===== src/rtl/shift_seq.sv =====
// Multi-cycle 32-bit shifter: five conditional power-of-two steps (1,2,4,8,16)
// selected by the captured shift-amount bits, with a valid/ready handshake on each side.
module shift_seq #(
   parameter bit EARLY_ZERO = 1'b0
) (
   input  logic        clk,
   input  logic        rst,
   input  logic        in_valid,
   output logic        in_ready,
   input  logic [1:0]  op,
   input  logic [31:0] a,
   input  logic [4:0]  shamt,
   output logic        out_valid,
   input  logic        out_ready,
   output logic [31:0] result,
   output logic        busy
);

   typedef enum logic [1:0] {IDLE, STEP, DONE} state_t;

   state_t      state, state_n;
   logic [2:0]  k;
   logic [1:0]  op_q;
   logic [4:0]  amt_q;
   logic        sign_q;
   logic [31:0] work, work_n, res;
   logic        accept, zero_skip;

   // One step shifts by 2^kk; SAR fills from the captured sign, not the working MSB.
   function automatic logic [31:0] shift_by(input logic [31:0] v, input logic [1:0] o,
                                            input logic s, input logic [2:0] kk);
      logic [4:0] n;
      n = 5'd1 << kk;
      case (o)
         2'b00:   return v << n;
         2'b01:   return v >> n;
         2'b10:   return (v >> n) | (s ? ~(32'hFFFF_FFFF >> n) : 32'h0);
         default: return (v << n) | (v >> (6'd32 - {1'b0, n}));
      endcase
   endfunction

   assign accept    = in_valid && in_ready;
   assign zero_skip = EARLY_ZERO && (shamt == 5'd0);
   assign work_n    = amt_q[k] ? shift_by(work, op_q, sign_q, k) : work;

   assign in_ready  = (state == IDLE);
   assign out_valid = (state == DONE);
   assign busy      = (state != IDLE);
   assign result    = res;

   always_comb begin
      state_n = state;
      case (state)
         IDLE:    if (accept) state_n = zero_skip ? DONE : STEP;
         STEP:    if (k == 3'd4) state_n = DONE;
         DONE:    if (out_ready) state_n = IDLE;
         default: state_n = IDLE;
      endcase
   end

   always_ff @(posedge clk) begin
      if (rst) state <= IDLE;
      else     state <= state_n;
   end

   always_ff @(posedge clk) begin
      if (rst) begin
         k      <= 3'd0;
         op_q   <= 2'b00;
         amt_q  <= 5'd0;
         sign_q <= 1'b0;
         work   <= 32'h0;
         res    <= 32'h0;
      end else begin
         case (state)
            IDLE: if (accept) begin
               k      <= 3'd0;
               op_q   <= op;
               amt_q  <= shamt;
               sign_q <= a[31];
               work   <= a;
               if (zero_skip) res <= a;
            end
            STEP: begin
               work <= work_n;
               // result only moves when the last step lands, so it holds through STEP
               if (k == 3'd4) begin
                  res <= work_n;
                  k   <= 3'd0;
               end else begin
                  k <= k + 3'd1;
               end
            end
            default: ;
         endcase
      end
   end

endmodule


===== config.mk =====
export PLATFORM = sky130hd
export DESIGN_NAME = shift_seq
export DESIGN_NICKNAME = d
export VERILOG_FILES = /design/src/rtl/shift_seq.sv
export SDC_FILE = /design/constraint.sdc
export NUM_CORES = 1
export LEC_CHECK = 0
export CAP_MARGIN = 10
export CORE_AREA = 2 2 184 186
export DETAILED_ROUTE_END_ITERATION = 8
export DIE_AREA = 0 0 186 188
export PLACE_DENSITY = 0.43
export RECOVER_POWER = 25
export SETUP_SLACK_MARGIN = 0.5
export SYNTH_ARGS = -nofsm -noshare
export SYNTH_HDL_FRONTEND = slang
export SYNTH_SLANG_ARGS = --single-unit

===== constraint.sdc =====
create_clock -name clk -period 5.5 [get_ports clk]
set_input_delay 1.1 -clock clk [delete_from_list [all_inputs] [get_ports clk]]
set_output_delay 1.1 -clock clk [all_outputs]
set_load 0.1 [all_outputs]

==> impl_summary.log, run 1 <==
[metrics] run status: complete, but fails checks
[metrics] failing checks: capacitance limit, slew limit
[metrics] vias in the first global route: 11,100
[metrics] CP endpoint: result[16]
[metrics] number of optimization iterations in the first detailed-route pass: 7
[metrics] Critical Path Start Type: register
[metrics] top achievable clock speed: 214 MHz
[metrics] Worst EP required: 5.79 ns
[metrics] commonest cells after routing, fill and taps aside: sky130_fd_sc_hd__nand2_1, sky130_fd_sc_hd__a21oi_1, sky130_fd_sc_hd__nor2_1
[metrics] antenna violations before repair: 1
[metrics] Filler cells: 3,533
[metrics] number of violations of the max-capacitance limit: 1
[metrics] total negative slack: 0 ns
[metrics] standard-cell rows: 67
[metrics] Mean Syn Cell Area: 8.05 um2
[metrics] Period minus WS final: 4.67 ns
[metrics] worst setup slack for register-to-register paths: 0.83 ns
[metrics] sequence of cells on the critical path: inv_1 > ha_2 > nor2b_4 > buf_4 > ha_1 > clkinv_1 > buf_4 > mux4_2 > a211oi_1 > o211ai_1 > a21oi_1
[metrics] Pwr Density: 227 nW/um2
[metrics] area of all placed cells without fillers: 11,300 um2
[metrics] number of H-tree branching levels: 3
[metrics] largest stage delay on the critical path: 0.80 ns
[metrics] Post-synth EDFFs: 0
[metrics] die extent in x: 186 um
[metrics] worst hold-check path type: reg2reg
[metrics] wire length of the first global-routing pass: 87,900 um
[metrics] kind of end point of the critical path: register
[metrics] clock tree root driver cell: sky130_fd_sc_hd__clkbuf_16
[metrics] clock sink total: 77
[metrics] leading cell type in the layout, fill and taps excluded: sky130_fd_sc_hd__nand2_1
[metrics] ports placed on the boundary: 78
[metrics] sequential-to-total area share from yosys stat: 15.8%
[metrics] Netlist cell types: 81
[metrics] path length in cells of the critical path: 11
[metrics] buffer levels on the longest clock path: 2
[metrics] worst setup path start: k[0]
[metrics] Reg-to-Reg Start: k[0]
[metrics] area added between synthesis and finish: 15.7%
[metrics] number of failing setup endpoints in the final timing report: 0
[metrics] crit path DAT: 4.95 ns
[metrics] actual transition at the worst max-transition pin: 1.64 ns
[metrics] net count of the finished layout: 1,272
[metrics] length in cells of the worst reg-to-reg path: 11
[metrics] initial core utilization: 29.4%
[metrics] ratio of routed vias to standard cells: 7.10
[metrics] number of buffers and inverters on the critical path: 4
[metrics] type of the worst setup path: reg2reg
[metrics] leakage power summed over all cells: 0.00406 uW
[metrics] nets in the synthesized netlist: 1,261
[metrics] final cell count without fillers: 1,672
[metrics] CTS tree: done
[metrics] area of combinational cells with multiple inputs: 7520 um2
[metrics] cell with the largest stage delay on the worst path: sky130_fd_sc_hd__a211oi_1
[metrics] final wirelength: 62,000 um
[metrics] final period utilization: 84.8%
[metrics] total number of yosys warnings: 0
[metrics] detail-routed net length per standard cell: 37.1 um
[metrics] number of endpoints with negative hold slack in the final report: 0
[metrics] number of instances in the synthesized netlist: 1,208
[metrics] number of input and output port buffers inserted: 77
[metrics] power after layout: 2550 uW
[metrics] family with the most delay on the worst path: compound AO/OA/AOI/OAI gates
[metrics] crit-path most repeated cell: sky130_fd_sc_hd__buf_4
[metrics] largest net degree at the start of global routing: 58
[metrics] number of antenna repair diodes: 0
[metrics] fraction of final layout cells with drive strength greater than 1: 16.4%
[metrics] Max-Slew Margin vs Limit: -9.49%
[metrics] count of state elements after synthesis: 77
[metrics] post-CTS sizing: 0
[metrics] Register Area: 1540 um2
[metrics] global routing usage summed across all routing layers: 35.4%
[metrics] placed insts: 1,656
[metrics] die footprint: 35,000 um2
[metrics] cell area after technology mapping: 9730 um2
[metrics] vertical die dimension: 188 um
[metrics] Remaining DRCs: 0
[metrics] worst-skew pair later-pin latency: 0.36 ns
[metrics] fin worst setup slack: 0.834 ns
[metrics] final global-route overflow total: 0
[metrics] # hold bufs at CTS: 0
[metrics] number of DRC markers in iteration 0: 1,932
[metrics] top fanout value on the critical path: 36
[metrics] number of nets with antenna violations after routing: 0
[metrics] async set-reset flop share out of synthesis: 0%
[metrics] setup repair after global routing missed its margin: false
[metrics] DR vias: 11,900
[metrics] clk slew on worst S/H paths: 0.07 ns
[metrics] global placement routability congestion: 1.10
[metrics] core box area: 33,100 um2
[metrics] CTS buffer count: 9
[metrics] Cell Area, Placed: 11,000 um2
[metrics] worst vdd ir: 0.168 mV
[metrics] worst reg2reg endpoint: result[16]
[metrics] most used flip-flop cell after synthesis: sky130_fd_sc_hd__dfxtp_1
[metrics] setup repair bufs after CTS: 0
[metrics] final max-slew violation count: 28
[metrics] worst-case setup slack after placement: 0.951 ns
[metrics] HPWL Detailed: 45,400 um
[metrics] final worst clock skew: 0.0156 ns
==> stage by stage <==
step | hold slack [ns] | utilization, %
floorplan | 0.432 | -
global placement | 0.447 | 33.1
detailed placement | 0.448 | 33.1
CTS | 0.458 | 34.0
global route | 0.475 | 34.0
finish | 0.458 | 34.0
==> cells by family (layout without fill, tap and decap cells) <==
| logic type | Yosys count | count (layout) | synth area share (%) |
|---|---|---|---|
| AO/OA/AOI/OAI | 439 | 439 | 31.2 |
| AND/OR/NAND/NOR | 346 | 346 | 17.2 |
| multiplexers | 170 | 170 | 26.9 |
| buffers and inverters | 163 | 179 | 7.20 |
| flip-flops | 77 | 77 | 15.8 |
| adder cells (fa/ha/maj) | 10 | 10 | 1.29 |
| XOR/XNOR | 3 | 3 | 0.270 |
==> power by group <==
| group | switching (uW) | leakage [uW] | internal [uW] |
|---|---|---|---|
| registers | 84.6 | 0.000628 | 583 |
| clock network | 292 | 0.000151 | 359 |
| logic | 789 | 0.00328 | 443 |
| total | 1170 | 0.00406 | 1390 |
==> cell type report <==
type	instances	area share (%)
Inverter	20	0.667
Clock buffer	9	2.00
Sequential cell	77	13.7
Multi-Input combinational cell	968	66.8
Tap cell	448	4.98
Clock inverter	7	0.700
Timing Repair Buffer	143	11.2
==> tightest hold or removal path: cells and delay by family (launching register included) <==
kind,cells,cell delay [ns]
and+or+nand+nor,1,0.05
DFF,1,0.31
AOI/OAI and AO/OA,1,0.05
==> flip-flops by register name (all words and copies together), names as in the netlist <==
signal	count
amt_q	5
state	2
result	32
op_q	2
sign_q	1
k	3
work	32
==> synthesized netlist by cell type, types with 20 or more instances <==
cell	number	area, um2
sky130_fd_sc_hd__a21oi_1	104	521
sky130_fd_sc_hd__o211ai_1	22	165
sky130_fd_sc_hd__o21ai_0	62	310
sky130_fd_sc_hd__nor2_1	82	308
sky130_fd_sc_hd__a22oi_1	34	255
sky130_fd_sc_hd__o221ai_1	27	236
sky130_fd_sc_hd__nor3_1	22	110
sky130_fd_sc_hd__mux2i_1	77	771
sky130_fd_sc_hd__dfxtp_1	77	1540
sky130_fd_sc_hd__a211oi_1	32	240
sky130_fd_sc_hd__nand2_1	112	420
sky130_fd_sc_hd__mux4_2	71	1600
sky130_fd_sc_hd__mux2_2	20	225
sky130_fd_sc_hd__nand3_1	37	185
sky130_fd_sc_hd__clkbuf_1	94	353
sky130_fd_sc_hd__buf_2	26	130
==> layer usage <==
layer / global-route usage [%] / vias up / part of all wire (%)
met2: 50.0 / 999 / 41
li1: - / 4765 / -
met1: 47.8 / 5865 / 39
met4: 20.2 / 0 / 7.2
met3: 10.2 / 237 / 13
met5: 0.143 / - / 0
==> worst min path at each step <==
stage / from / end / cells after the start
after floorplan: amt_q[4] / amt_q[4] / 2
after global placement: result[9] / result[9] / 2
after detailed placement: amt_q[2] / amt_q[2] / 2
after CTS: amt_q[2] / amt_q[2] / 2
after global routing: result[9] / result[9] / 2
final: amt_q[2] / amt_q[2] / 2
Power figures use the tool's default switching activity.
==> run 2, diff against run 1 <==
==> constraint.sdc (replaced) <==
create_clock -name clk -period 4.3 [get_ports clk]
set_input_delay 0.86 -clock clk [delete_from_list [all_inputs] [get_ports clk]]
set_output_delay 0.86 -clock clk [all_outputs]
set_load 0.1 [all_outputs]
==> impl_summary.log, run 2 (synthesized netlist as in run 1, its figures left out) <==
[metrics] run status: finished, final reports clean
[metrics] setup repair after global routing missed its margin: false
[metrics] number of violations of the max-capacitance limit: 0 (-1)
[metrics] initial core utilization: 29.4% (unchanged)
[metrics] WL met1: 24,500 um (+1.1%)
[metrics] final max-slew violation count: 0 (-100%)
[metrics] clock sink total: 77 (unchanged)
[metrics] die footprint: 35,000 um2 (unchanged)
[metrics] actual transition at the worst max-transition pin: 1.30 ns (-0.341 ns)
[metrics] met3 wire length: 8130 um (+4.3%)
[metrics] Filler cells: 3,524 (-0.25%)
[metrics] clock tree root driver cell: sky130_fd_sc_hd__clkbuf_16
[metrics] area added between synthesis and finish: 19.3%
[metrics] commonest cells after routing, fill and taps aside: sky130_fd_sc_hd__nand2_1, sky130_fd_sc_hd__a21oi_1, sky130_fd_sc_hd__buf_4
[metrics] buffer levels on the longest clock path: 2 (unchanged)
[metrics] net count of the finished layout: 1,306 (+2.7%)
[metrics] final period utilization: 87.7% (+2.9 points)
[metrics] largest net degree at the start of global routing: 62 (+6.9%)
[metrics] clk slew on worst S/H paths: 0.08 ns (about the same)
[metrics] area of all placed cells without fillers: 11,600 um2 (+3.1%)
[metrics] DR vias: 12,000 (+1.5%)
[metrics] worst-case setup slack after placement: 0.0672 ns (-0.884 ns)
[metrics] sequence of cells on the critical path: buf_4 > clkinv_1 > ha_2 > buf_4 > buf_4 > nand2_1 > nor3_1 > o22ai_1 > buf_4 > a211oi_4 > o2bb2ai_1
[metrics] final worst clock skew: 0.0201 ns (+0.00455 ns)
[metrics] Pwr Density: 285 nW/um2 (+26%)
[metrics] power after layout: 3310 uW (+30%)
[metrics] detail-routed net length per standard cell: 37.2 um (+0.22%)
[metrics] worst vdd ir: 0.189 mV (+12%)
[metrics] Cell Area, Placed: 11,200 um2 (+2.6%)
[metrics] placed insts: 1,687 (+1.9%)
[metrics] hold path cells: 2 (unchanged)
[metrics] total met2 wirelength after detailed routing: 26,500 um (+3.7%)
[metrics] CTS tree: done
[metrics] wire length of the first global-routing pass: 90,500 um (+2.9%)
[metrics] CTS buffer count: 9 (unchanged)
[metrics] die extent in x: 186 um (unchanged)
[metrics] area of combinational cells with multiple inputs: 7550 um2 (+0.52%)
[metrics] number of DRC markers in iteration 0: 2,000 (+3.5%)
[metrics] kind of end point of the critical path: register
[metrics] final wirelength: 63,500 um (+2.3%)
[metrics] crit-path most repeated cell: sky130_fd_sc_hd__buf_4
[metrics] final global-route overflow total: 0 (unchanged)
[metrics] ratio of routed vias to standard cells: 7.06 (-0.59%)
[metrics] worst hold-check path type: reg2reg
[metrics] number of optimization iterations in the first detailed-route pass: 5 (-2)
[metrics] top achievable clock speed: 265 MHz (+24%)
[metrics] cell with the largest stage delay on the worst path: sky130_fd_sc_hd__buf_4
[metrics] crit path DAT: 4.06 ns (-0.89 ns)
[metrics] Max-Slew Margin vs Limit: 13.3% (+23 points)
[metrics] Register Area: 1540 um2 (+0.16%)
[metrics] utilization after layout: 35.0% (+1.1 points)
[metrics] worst-skew pair later-pin latency: 0.37 ns (about the same)
[metrics] number of endpoints with negative hold slack in the final report: 0 (unchanged)
[metrics] standard-cell rows: 67 (unchanged)
[metrics] Remaining DRCs: 0 (unchanged)
[metrics] Worst EP required: 4.59 ns (-1.20 ns)
[metrics] vias in the first global route: 11,700 (+4.7%)
[metrics] antenna violations before repair: 1 (unchanged)
[metrics] vertical die dimension: 188 um (unchanged)
[metrics] number of nets with antenna violations after routing: 0 (unchanged)
[metrics] top fanout value on the critical path: 52 (+44%)
[metrics] global routing usage summed across all routing layers: 36.5% (+1.0 points)
[metrics] ports placed on the boundary: 78 (unchanged)
[metrics] Critical Path Start Type: register
[metrics] length in cells of the worst reg-to-reg path: 11 (unchanged)
[metrics] fraction of final layout cells with drive strength greater than 1: 19.6% (+3.1 points)
[metrics] path length in cells of the critical path: 11 (unchanged)
[metrics] number of failing setup endpoints in the final timing report: 0 (unchanged)
[metrics] largest stage delay on the critical path: 0.57 ns (-0.23 ns)
[metrics] core box area: 33,100 um2 (unchanged)
[metrics] Period minus WS final: 3.77 ns (-0.894 ns)
[metrics] HPWL Detailed: 47,000 um (+3.5%)
[metrics] fin worst setup slack: 0.528 ns (-0.306 ns)
[metrics] global placement routability congestion: 1.07 (-3.3%)
[metrics] number of input and output port buffers inserted: 77 (unchanged)
[metrics] number of buffers and inverters on the critical path: 5 (+1)
[metrics] leakage power summed over all cells: 0.00425 uW (+4.6%)
[metrics] family with the most delay on the worst path: buffers and inverters
[metrics] final cell count without fillers: 1,707 (+2.1%)
[metrics] type of the worst setup path: reg2reg
[metrics] highest metal layer used by the detailed router: met4
[metrics] number of H-tree branching levels: 3 (unchanged)
[metrics] leading cell type in the layout, fill and taps excluded: sky130_fd_sc_hd__nand2_1
-- run 2: path summary, 6_finish.rpt --
kind                            startpoint       end  slack [ns]
worst max register to register        k[2]  work[14]        0.53
worst max-delay path                  k[2]  work[14]        0.53
worst min register to register    amt_q[4]  amt_q[4]        0.46
worst min-delay path              amt_q[4]  amt_q[4]        0.46
-- run 2: final cells by class --
cell class	count	share of cell area [%]
timing repair buffer	177	13.6
clock buffer	9	1.94
clock inverter	7	0.539
multi-input combinational	968	65.1
inverter	20	0.669
sequential	77	13.3
antenna	1	0.0216
tap	448	4.83
-- run 2: metal layers --
| metal | GRT usage, % | vias to the layer above |
|---|---|---|
| met5 | 0 | - |
| met2 | 52.2 | 1018 |
| met3 | 11.8 | 259 |
| met4 | 20.8 | 0 |
| li1 | - | 4827 |
| met1 | 47.8 | 5939 |
-- run 2: repair_timing --
action / CTS / global route
pin swaps: 0 / 1
setup buffers: 0 / 3
resized for setup: 6 / 5
gates cloned: 0 / 0
setup endpoints to repair: 10 / 34
hold buffers: 0 / 0
-- run 2: report_power, final --
part | internal [uW] | switching (uW)
sequential | 745 | 143
clock | 408 | 393
combinational | 616 | 1000
total | 1770 | 1540
-- run 2: per-stage QoR --
step,hold WS (ns),setup TNS (ns)
floorplan,0.432,0
global placement,0.447,-0.0299
detailed placement,0.447,0
CTS,0.458,0
global route,0.470,0
finish,0.456,0
-- run 2: worst min-delay path, cell delays in order, from the launching register on --
cell	delay [ns]
sky130_fd_sc_hd__dfxtp_1	0.31
sky130_fd_sc_hd__nand2_1	0.05
sky130_fd_sc_hd__a21oi_1	0.05
==> run 3, diff against run 2 <==
--- a/config.mk
+++ b/config.mk
@@ -6,9 +6,9 @@
 export NUM_CORES = 1
 export LEC_CHECK = 0
 export CAP_MARGIN = 10
-export CORE_AREA = 2 2 184 186
+export CORE_AREA = 2 2 193 176
 export DETAILED_ROUTE_END_ITERATION = 8
-export DIE_AREA = 0 0 186 188
+export DIE_AREA = 0 0 195 178
 export PLACE_DENSITY = 0.43
 export RECOVER_POWER = 25
 export SETUP_SLACK_MARGIN = 0.5
==> impl_summary.log, run 3 (synthesized netlist as in run 1, its figures left out) <==
[metrics] clock sink total: 77 (unchanged)
[metrics] area of all placed cells without fillers: 11,600 um2 (about the same)
[metrics] largest stage delay on the critical path: 0.59 ns (+0.02 ns)
[metrics] crit path DAT: 3.90 ns (-0.16 ns)
[metrics] global placement routability congestion: 1.10 (+2.8%)
[metrics] die extent in x: 195 um (+4.8%)
[metrics] post-CTS sizing: 0 (-6)
[metrics] setup repair bufs after CTS: 0 (unchanged)
[metrics] number of input and output port buffers inserted: 77 (unchanged)
[metrics] ports placed on the boundary: 78 (unchanged)
[metrics] global routing usage summed across all routing layers: 37.0% (+0.53 points)
[metrics] leading cell type in the layout, fill and taps excluded: sky130_fd_sc_hd__nand2_1
[metrics] detail-routed net length per standard cell: 38.6 um (+3.9%)
[metrics] initial core utilization: 29.8% (+0.43 points)
[metrics] Cell Area, Placed: 11,300 um2 (about the same)
[metrics] final worst clock skew: 0.0111 ns (-0.00900 ns)
[metrics] Pwr Density: 293 nW/um2 (+2.5%)
[metrics] top achievable clock speed: 271 MHz (+2.3%)
[metrics] crit-path most repeated cell: sky130_fd_sc_hd__ha_2
[metrics] Period minus WS final: 3.69 ns (-0.0849 ns)
[metrics] net count of the finished layout: 1,311 (+0.38%)
[metrics] DR vias: 12,000 (-0.56%)
[metrics] ratio of routed vias to standard cells: 7.10 (+0.68%)
[metrics] power after layout: 3390 uW (+2.5%)
[metrics] number of nets with antenna violations after routing: 0 (unchanged)
[metrics] worst-skew pair later-pin latency: 0.36 ns (about the same)
[metrics] HPWL Detailed: 48,900 um (+4.0%)
[metrics] final wirelength: 65,200 um (+2.6%)
[metrics] worst hold-check path type: reg2reg
[metrics] Worst EP required: 4.51 ns (-0.08 ns)
[metrics] core box area: 32,600 um2 (-1.4%)
[metrics] buffer levels on the longest clock path: 2 (unchanged)
[metrics] final period utilization: 85.7% (-2.0 points)
[metrics] final global-route overflow total: 0 (unchanged)
[metrics] antenna violations before repair: 2 (+1)
[metrics] failing checks: capacitance limit, slew limit
[metrics] total negative slack: 0 ns (unchanged)
[metrics] number of failing setup endpoints in the final timing report: 0 (unchanged)
[metrics] fraction of final layout cells with drive strength greater than 1: 19.7% (+0.16 points)
[metrics] commonest cells after routing, fill and taps aside: sky130_fd_sc_hd__nand2_1, sky130_fd_sc_hd__a21oi_1, sky130_fd_sc_hd__buf_4
[metrics] # hold bufs at CTS: 0 (unchanged)
[metrics] area added between synthesis and finish: 19.3% (about the same)
[metrics] type of the worst setup path: reg2reg
[metrics] number of DRC markers in iteration 0: 1,658 (-17%)
[metrics] final hold slack: 0.455 ns (-0.000268 ns)
[metrics] standard-cell rows: 63 (-6.0%)
[metrics] worst setup path start: k[0]
[metrics] cell with the largest stage delay on the worst path: sky130_fd_sc_hd__or4_4
[metrics] kind of end point of the critical path: register
[metrics] Critical Path Start Type: register
[metrics] Reg-to-Reg Start: k[0]
[metrics] CP endpoint: result[13]
[metrics] CTS buffer count: 9 (unchanged)
[metrics] leakage power summed over all cells: 0.00428 uW (+0.71%)
[metrics] Remaining DRCs: 0 (unchanged)
[metrics] die footprint: 34,700 um2 (-0.74%)
[metrics] sequence of cells on the critical path: inv_1 > ha_2 > nor2b_4 > inv_2 > ha_2 > inv_1 > ha_2 > buf_4 > mux4_2 > mux2i_2 > o221ai_1 > or4_4 > nand4_1 > a21oi_1
[metrics] worst reg2reg endpoint: result[13]
[metrics] number of endpoints with negative hold slack in the final report: 0 (unchanged)
[metrics] wire length of the first global-routing pass: 90,100 um (-0.37%)
[metrics] top fanout value on the critical path: 12 (-77%)
[metrics] worst vdd ir: 0.201 mV (+6.3%)
[metrics] run status: complete, but fails checks
[metrics] final max-slew violation count: 29 (+29)
[metrics] actual transition at the worst max-transition pin: 1.55 ns (+0.253 ns)
[metrics] CTS tree: done
[metrics] Max-Slew Margin vs Limit: -3.53% (-17 points)
[metrics] utilization after layout: 35.6% (+0.52 points)
[metrics] number of optimization iterations in the first detailed-route pass: 8 (+3)
[metrics] number of H-tree branching levels: 3 (unchanged)
[metrics] vertical die dimension: 178 um (-5.3%)
[metrics] length in cells of the worst reg-to-reg path: 14 (+3)
[metrics] worst setup slack for register-to-register paths: 0.61 ns (+0.08 ns)
[metrics] setup repair after global routing missed its margin: false
[metrics] largest net degree at the start of global routing: 57 (-8.1%)
[metrics] vias in the first global route: 11,200 (-4.4%)
[metrics] clk slew on worst S/H paths: 0.06 ns (-0.02 ns)
[metrics] number of violations of the max-capacitance limit: 1 (+1)
[metrics] clock tree root driver cell: sky130_fd_sc_hd__clkbuf_16
## run 3: worst min-delay path by stage
stage                     startpoint  endpoint  slack (ns)  depth (start not counted)
final                       amt_q[0]  amt_q[0]        0.46                          2
after detailed placement    amt_q[0]  amt_q[0]        0.45                          2
after global routing        amt_q[0]  amt_q[0]        0.47                          2
after CTS                   amt_q[0]  amt_q[0]        0.46                          2
after floorplan             amt_q[4]  amt_q[4]        0.43                          2
after global placement      amt_q[4]  amt_q[4]        0.44                          2
## run 3: final cells by class
class / instances / area [um2]
Antenna cell: 1 / 2.50
Sequential cell: 77 / 1540
Clock buffer: 11 / 243
Clock inverter: 5 / 82.6
Fill cell: 3542 / 21000
Multi-Input combinational cell: 968 / 7540
Timing Repair Buffer: 182 / 1580
Tap cell: 422 / 528
Inverter: 20 / 78.8
## run 3: worst max-delay path: cells and delay by family (launching register included)
kind,cells,cell delay [ns]
buffers and inverters,4,0.47
adder cells (fa/ha/maj),3,0.88
multiplexers,2,0.64
flip-flops,1,0.38
AND/OR/NAND/NOR,3,0.90
AO/OA/AOI/OAI,2,0.26
## run 3: layer usage
metal | track usage, % | vias up | routed length [um]
met5 | 0 | - | 0
met4 | 16.7 | 0 | 3900
met3 | 9.72 | 200 | 7400
met2 | 55.4 | 947 | 27200
met1 | 50.0 | 5984 | 26700
li1 | - | 4845 | -
## run 3: stage by stage
stage | setup WS, ns | cells
after floorplan | 0.500 | 1208
after detailed placement | 0.545 | 1669
after global placement | 0.474 | 1669
final | 0.613 | 1686
after CTS | 0.521 | 1685
after global routing | 0.508 | 1685
## run 3: power by group
group | leakage [uW] | total [uW] | internal (uW) | switching, uW
clock network | 0.000160 | 887 | 528 | 359
logic | 0.00349 | 1640 | 610 | 1030
registers | 0.000628 | 865 | 745 | 119
